### config.mk
export PLATFORM = sky130hd
export DESIGN_NAME = id_stage
export DESIGN_NICKNAME = d
export VERILOG_FILES = /design/src/rtl/id_stage_pkg.sv /design/src/rtl/id_decode.sv /design/src/rtl/id_stage.sv
export SDC_FILE = /design/constraint.sdc
export NUM_CORES = 1
export LEC_CHECK = 0
export ABC_AREA = 1
export CAP_MARGIN = 10
export CORE_UTILIZATION = 45
export DETAILED_ROUTE_END_ITERATION = 12
export PLACE_DENSITY = 0.74
export SYNTH_ARGS = -nofsm -noshare
export SYNTH_HDL_FRONTEND = slang
export SYNTH_SLANG_ARGS = --single-unit
### constraint.sdc
create_clock -name clk -period 38.7 [get_ports clk]
set_input_delay 7.74 -clock clk [delete_from_list [all_inputs] [get_ports clk]]
set_output_delay 7.74 -clock clk [all_outputs]
set_load 0.005 [all_outputs]
### src/rtl/id_stage_pkg.sv
// Shared types for the decode stage: opcode constants, the decode-to-execute
// bundle, and the occupancy encoding of the output/skid pair.
package id_stage_pkg;

    localparam int ID_XLEN = 64;

    localparam logic [6:0] OP_REG = 7'b0110011;
    localparam logic [6:0] OP_IMM = 7'b0010011;

    typedef struct packed {
        logic [ID_XLEN-1:0] pc;
        logic [6:0]         opcode;
        logic [2:0]         funct3;
        logic [6:0]         funct7;
        logic [11:0]        immed;
        logic [ID_XLEN-1:0] reg1;
        logic [ID_XLEN-1:0] reg2;
        logic [4:0]         rd;
        logic               wen;
        logic               illegal;
    } id_ex_t;

    typedef enum logic [1:0] {
        ST_EMPTY = 2'd0,
        ST_ONE   = 2'd1,
        ST_FULL  = 2'd2
    } occ_t;

    function automatic logic is_alu_op(input logic [6:0] opcode);
        return (opcode == OP_REG) || (opcode == OP_IMM);
    endfunction

endpackage

### src/rtl/id_decode.sv
// Combinational field split, write-back bypass and x0 forcing for one instruction.
module id_decode
    import id_stage_pkg::*;
#(
    parameter int XLEN = ID_XLEN,
    parameter int ILEN = 32
) (
    input  logic [ILEN-1:0] instr,
    input  logic [XLEN-1:0] pc,
    input  logic [XLEN-1:0] rf_rdata1,
    input  logic [XLEN-1:0] rf_rdata2,
    input  logic            wb_wen,
    input  logic [4:0]      wb_rd,
    input  logic [XLEN-1:0] wb_data,
    output logic [4:0]      rs1,
    output logic [4:0]      rs2,
    output id_ex_t          bundle
);

    function automatic logic [XLEN-1:0] operand(
        input logic [4:0]      idx,
        input logic [XLEN-1:0] rdata,
        input logic            bwen,
        input logic [4:0]      brd,
        input logic [XLEN-1:0] bdata
    );
        if (idx == 5'd0)
            return '0;
        else if (bwen && (brd == idx))
            return bdata;
        else
            return rdata;
    endfunction

    assign rs1 = instr[19:15];
    assign rs2 = instr[24:20];

    always_comb begin
        bundle         = '0;
        bundle.pc      = pc;
        bundle.opcode  = instr[6:0];
        bundle.funct3  = instr[14:12];
        bundle.funct7  = instr[31:25];
        bundle.immed   = instr[31:20];
        bundle.rd      = instr[11:7];
        bundle.reg1    = operand(rs1, rf_rdata1, wb_wen, wb_rd, wb_data);
        bundle.reg2    = operand(rs2, rf_rdata2, wb_wen, wb_rd, wb_data);
        bundle.illegal = !is_alu_op(instr[6:0]);
        bundle.wen     = is_alu_op(instr[6:0]) && (instr[11:7] != 5'd0);
    end

endmodule

### src/rtl/id_stage.sv
// Decode stage: accepts from fetch, decodes, and holds the result in an
// output register backed by one skid entry so if_ready never waits on ex_ready.
module id_stage
    import id_stage_pkg::*;
#(
    parameter int XLEN = ID_XLEN,
    parameter int ILEN = 32
) (
    input  logic            clk,
    input  logic            reset,
    input  logic            flush,
    input  logic            if_valid,
    output logic            if_ready,
    input  logic [XLEN-1:0] if_pc,
    input  logic [ILEN-1:0] if_instr,
    output logic [4:0]      rf_raddr1,
    output logic [4:0]      rf_raddr2,
    input  logic [XLEN-1:0] rf_rdata1,
    input  logic [XLEN-1:0] rf_rdata2,
    input  logic            wb_wen,
    input  logic [4:0]      wb_rd,
    input  logic [XLEN-1:0] wb_data,
    output logic            ex_valid,
    input  logic            ex_ready,
    output logic [XLEN-1:0] ex_pc,
    output logic [6:0]      ex_opcode,
    output logic [2:0]      ex_funct3,
    output logic [6:0]      ex_funct7,
    output logic [11:0]     ex_immed,
    output logic [XLEN-1:0] ex_reg1,
    output logic [XLEN-1:0] ex_reg2,
    output logic [4:0]      ex_rd,
    output logic            ex_wen,
    output logic            ex_illegal
);

    id_ex_t dec_p0;
    id_ex_t out_p1;
    id_ex_t skid_p1;
    occ_t   state;
    logic   rdy_en;
    logic   accept;
    logic   drain;

    id_decode #(.XLEN(XLEN), .ILEN(ILEN)) u_decode (
        .instr     (if_instr),
        .pc        (if_pc),
        .rf_rdata1 (rf_rdata1),
        .rf_rdata2 (rf_rdata2),
        .wb_wen    (wb_wen),
        .wb_rd     (wb_rd),
        .wb_data   (wb_data),
        .rs1       (rf_raddr1),
        .rs2       (rf_raddr2),
        .bundle    (dec_p0)
    );

    // rdy_en holds if_ready low until the first edge after reset releases.
    assign if_ready = rdy_en && (state != ST_FULL);
    assign ex_valid = (state != ST_EMPTY);
    assign accept   = if_valid && if_ready;
    assign drain    = ex_valid && ex_ready;

    // ---- p0 -> p1: decoded bundle enters OUT or SKID ----
    always_ff @(posedge clk or posedge reset) begin
        if (reset) begin
            state   <= ST_EMPTY;
            rdy_en  <= 1'b0;
            out_p1  <= '0;
            skid_p1 <= '0;
        end else begin
            rdy_en <= 1'b1;
            if (flush) begin
                state <= ST_EMPTY;
            end else begin
                unique case (state)
                    ST_EMPTY: begin
                        if (accept) begin
                            out_p1 <= dec_p0;
                            state  <= ST_ONE;
                        end
                    end
                    ST_ONE: begin
                        if (accept && drain) begin
                            out_p1 <= dec_p0;
                        end else if (drain) begin
                            state <= ST_EMPTY;
                        end else if (accept) begin
                            skid_p1 <= dec_p0;
                            state   <= ST_FULL;
                        end
                    end
                    ST_FULL: begin
                        if (drain) begin
                            out_p1 <= skid_p1;
                            state  <= ST_ONE;
                        end
                    end
                    default: state <= ST_EMPTY;
                endcase
            end
        end
    end

    assign ex_pc      = out_p1.pc;
    assign ex_opcode  = out_p1.opcode;
    assign ex_funct3  = out_p1.funct3;
    assign ex_funct7  = out_p1.funct7;
    assign ex_immed   = out_p1.immed;
    assign ex_reg1    = out_p1.reg1;
    assign ex_reg2    = out_p1.reg2;
    assign ex_rd      = out_p1.rd;
    assign ex_wen     = out_p1.wen;
    assign ex_illegal = out_p1.illegal;

endmodule

==> metrics.cfg <==
[outcome]
status = finished clean

[route]
drt_iter0_drc = 1970
detailroute.via_count = 20800
finalWirelength_mm = 68.7
detail-route-antenna-nets = 0
drc = 0
avgRoutedWirePerCell_um = 16.3
route.detailed.vias_per_inst = 4.94
drtPass1Iterations = 5

[yosys]
yosys.area_share.simple_pct = 32.4
netlist_instances = 3109
synth_seq_area_share_pct = 50.1
synth_nets = 3408
synth_seq_cells = 445
library_cell_with_the_highest_instance_count_after_synthesis = sky130_fd_sc_hd__nand2_1
post_synth.cell_area_avg_um2 = 7.15
post_synth_main_area_contributors = sky130_fd_sc_hd__dfrtp_1, sky130_fd_sc_hd__nand2_1, sky130_fd_sc_hd__o21ai_0
yosys-top-cells-count = sky130_fd_sc_hd__nand2_1, sky130_fd_sc_hd__dfrtp_1, sky130_fd_sc_hd__inv_1, sky130_fd_sc_hd__o21ai_0, sky130_fd_sc_hd__nor2_1
yosysTopAreaCell = sky130_fd_sc_hd__dfrtp_1
synth_compound_area_share_pct = 7.31
synth_enable_flop_cells = 0
syn_area_um2 = 22200
adder_cell_fraction_of_synth_area_pct = 0
synth_cell_types = 23
share_of_flip_flops_with_an_asynchronous_set_or_reset_pct = 100
yosysWarningCount = 0
synth_xor_area_share_pct = 0
synth_top_cell_area_share_pct = 50.1
most_common_flop_cell_mapped_by_yosys = sky130_fd_sc_hd__dfrtp_1
muxShareOfSynthArea_pct = 0
synth_top_family_by_area = simple AND/OR/NAND/NOR gates

[die]
chip_width_um = 224
dieHeight_um = 224
rows = 81
initial_utilization_pct = 45.5
fp.coreArea_um2 = 48800
io_pins = 539
floorplan.die_area_um2 = 50300

[timing]
timing.final.crit_period_ns = 16.66
final_min_period_over_clock_period_pct = 43.0
final-setup-viol-count = 0
final.setup_skew_ns = 0.0210
setup_total_negative_slack_ns = 0
grt_setup_unrepaired = no
report.final.slew_viol_count = 0
max_freq_mhz = 60.0
timing.slew.headroom_pct = 26.4
final_number_of_hold_violating_endpoints = 0
worst_tran_pin_value_ns = 1.10

[critical_path]
path_depth = 2
timing.critical_path.fanout_max = 7
cpLargestDelayFamily = buffers and inverters
longest_individual_stage_delay_on_the_worst_path_ns = 0.62
worst_r2r_path_depth = 8
critPathLaunchType = input pin
worst_path_max_delay_cell = sky130_fd_sc_hd__clkdlybuf4s50_1
timing.critical_path.to_type = output port
worstPathArrival_ns = 8.92
critical_path.most_common_cell = sky130_fd_sc_hd__clkdlybuf4s50_1
setup.worst_path.class = input pin to output port
required_ns = 30.96
worst-path-buf-inv = 2
worstPathCellList = clkdlybuf4s50_1 -> clkdlybuf4s50_1

[clock_network]
clkLatencyLatePin_ns = 0.57
cts-hold-fix-buffers = 0
cts_max_level = 2
clk_pin_slew_worst_paths_ns = 0.06
cts_setup_buffers = 0
clock_buffers_created_by_tritoncts = 48
numClockSinks = 445
cts-resized-gates = 0
clockBufferDepth = 3
ctsRootBufferMaster = sky130_fd_sc_hd__clkbuf_16
tritoncts_clock_tree = built

[final_layout]
final_nets = 3804
fraction_of_final_layout_cells_with_drive_strength_greater_than_1_pct = 3.13
utilization_pct = 59.9
post_layout_nonfiller_instances = 4216
postLayoutCellArea_um2 = 29300
layout-area-overhead-vs-synth_pct = 31.7

[place]
placed_cells = 4119
globalplace.congestion = 0.898
post_dp_cell_area_um2 = 27600
half_perimeter_wire_length_of_the_detailed_placement_result_mm = 43.9
port_buffers = 538

[global_route]
largest_net_degree_at_the_start_of_global_routing = 155
via_count_of_the_first_global_routing_pass = 18900
number_of_antenna_violations_at_the_first_check_in_global_routing = 11
grt_use_total_pct = 27.0
first_pass_grt_wire_length_mm = 107
grt_overflow_total = 0

[pwr]
power_leakage_nw = 15.7
ir_drop_worst_vdd_v = 0.0000387
power.total_mw = 1.91
pwr_density_cell_nw_per_um2 = 65.4

[flow_run]
max-cap-violations = 0

[worst_hold_path]
hold_class = flop to flop
worstHoldPathCells = 2

[registers in the layout, indices dropped and copies added, names as in the netlist]
signal,flops
ex_illegal,1
ex_funct3,3
ex_immed,5
rdy_en,1
ex_rd,5
ex_opcode,7
skid_p1,221
ex_pc,64
ex_reg1,64
ex_funct7,7
ex_reg2,64
ex_wen,1
state,2
[per-layer routing]
layer	vias up	wire length [um]	global-route usage (%)	share of wire, %
met5	-	42	0	0.061
met4	6	1960	9.39	2.8
met3	112	4840	5.19	7.0
met2	722	31700	42.4	46
met1	9691	30200	37.4	44
li1	10300	-	-	-
[worst paths after layout]
kind,slack (ns),start,endpoint
setup / recovery,22.04,if_instr[23],rf_raddr2[3]
hold / removal,0.47,ex_reg2[3],ex_reg2[3]
setup reg to reg,34.80,state[1],ex_pc[41]
hold reg to reg,0.47,ex_reg2[3],ex_reg2[3]
max in group asynchronous,28.69,reset,skid_p1[16]
min in group asynchronous,7.76,reset,ex_pc[32]
[metrics by stage]
| stage | hold slack (ns) | setup WS [ns] |
|---|---|---|
| 2_1_floorplan | 0.454 | 18.56 |
| 3_3_place_gp | 0.461 | 22.06 |
| 3_5_place_dp | 0.464 | 22.06 |
| 4_1_cts | 0.480 | 22.05 |
| 5_1_grt | 0.493 | 22.00 |
| 6_report | 0.475 | 22.04 |
[kinds of logic after synthesis]
kind of cell	after synthesis
other	1
DFF	445
and+or+nand+nor	1817
buffers and inverters	522
AOI/OAI and AO/OA	324
[tightest hold or removal path, delay by kind of cell, from the launching register on]
family	cells	cell delay [ns]
AND/OR/NAND/NOR	2	0.10
flip-flops	1	0.34
[cell type report]
cell class                 instances  area, um^2
clock inverter                    13         201
antenna                            8        20.0
sequential                       445       11100
inverter                         311        1180
fill                            4498       19600
timing repair buffer             557        5530
clock buffer                      76        1460
tap                              664         831
multi-input combinational       2142        8920
[cells in the final DEF (no fill, tap or decap), drive strengths merged]
master and instances:
clkinv 5, o211ai 1, clkbuf 76, dfrtp 445
conb 1, a31oi 1, nor3b 1, nor3 3
bufinv 5, clkdlybuf4s50 538, nand2 1272, nand3 268
nor2 272, inv 314, o21ai 319, nand4 1
a21oi 3, buf 19, diode 8
[power breakdown]
| part | total [mW] | leakage [nW] | internal, mW | switching [mW] |
|---|---|---|---|---|
| clock network | 0.482 | 0.818 | 0.292 | 0.190 |
| logic | 0.637 | 9.42 | 0.335 | 0.302 |
| registers | 0.794 | 5.50 | 0.681 | 0.113 |
(Power assumes the default switching activity.)
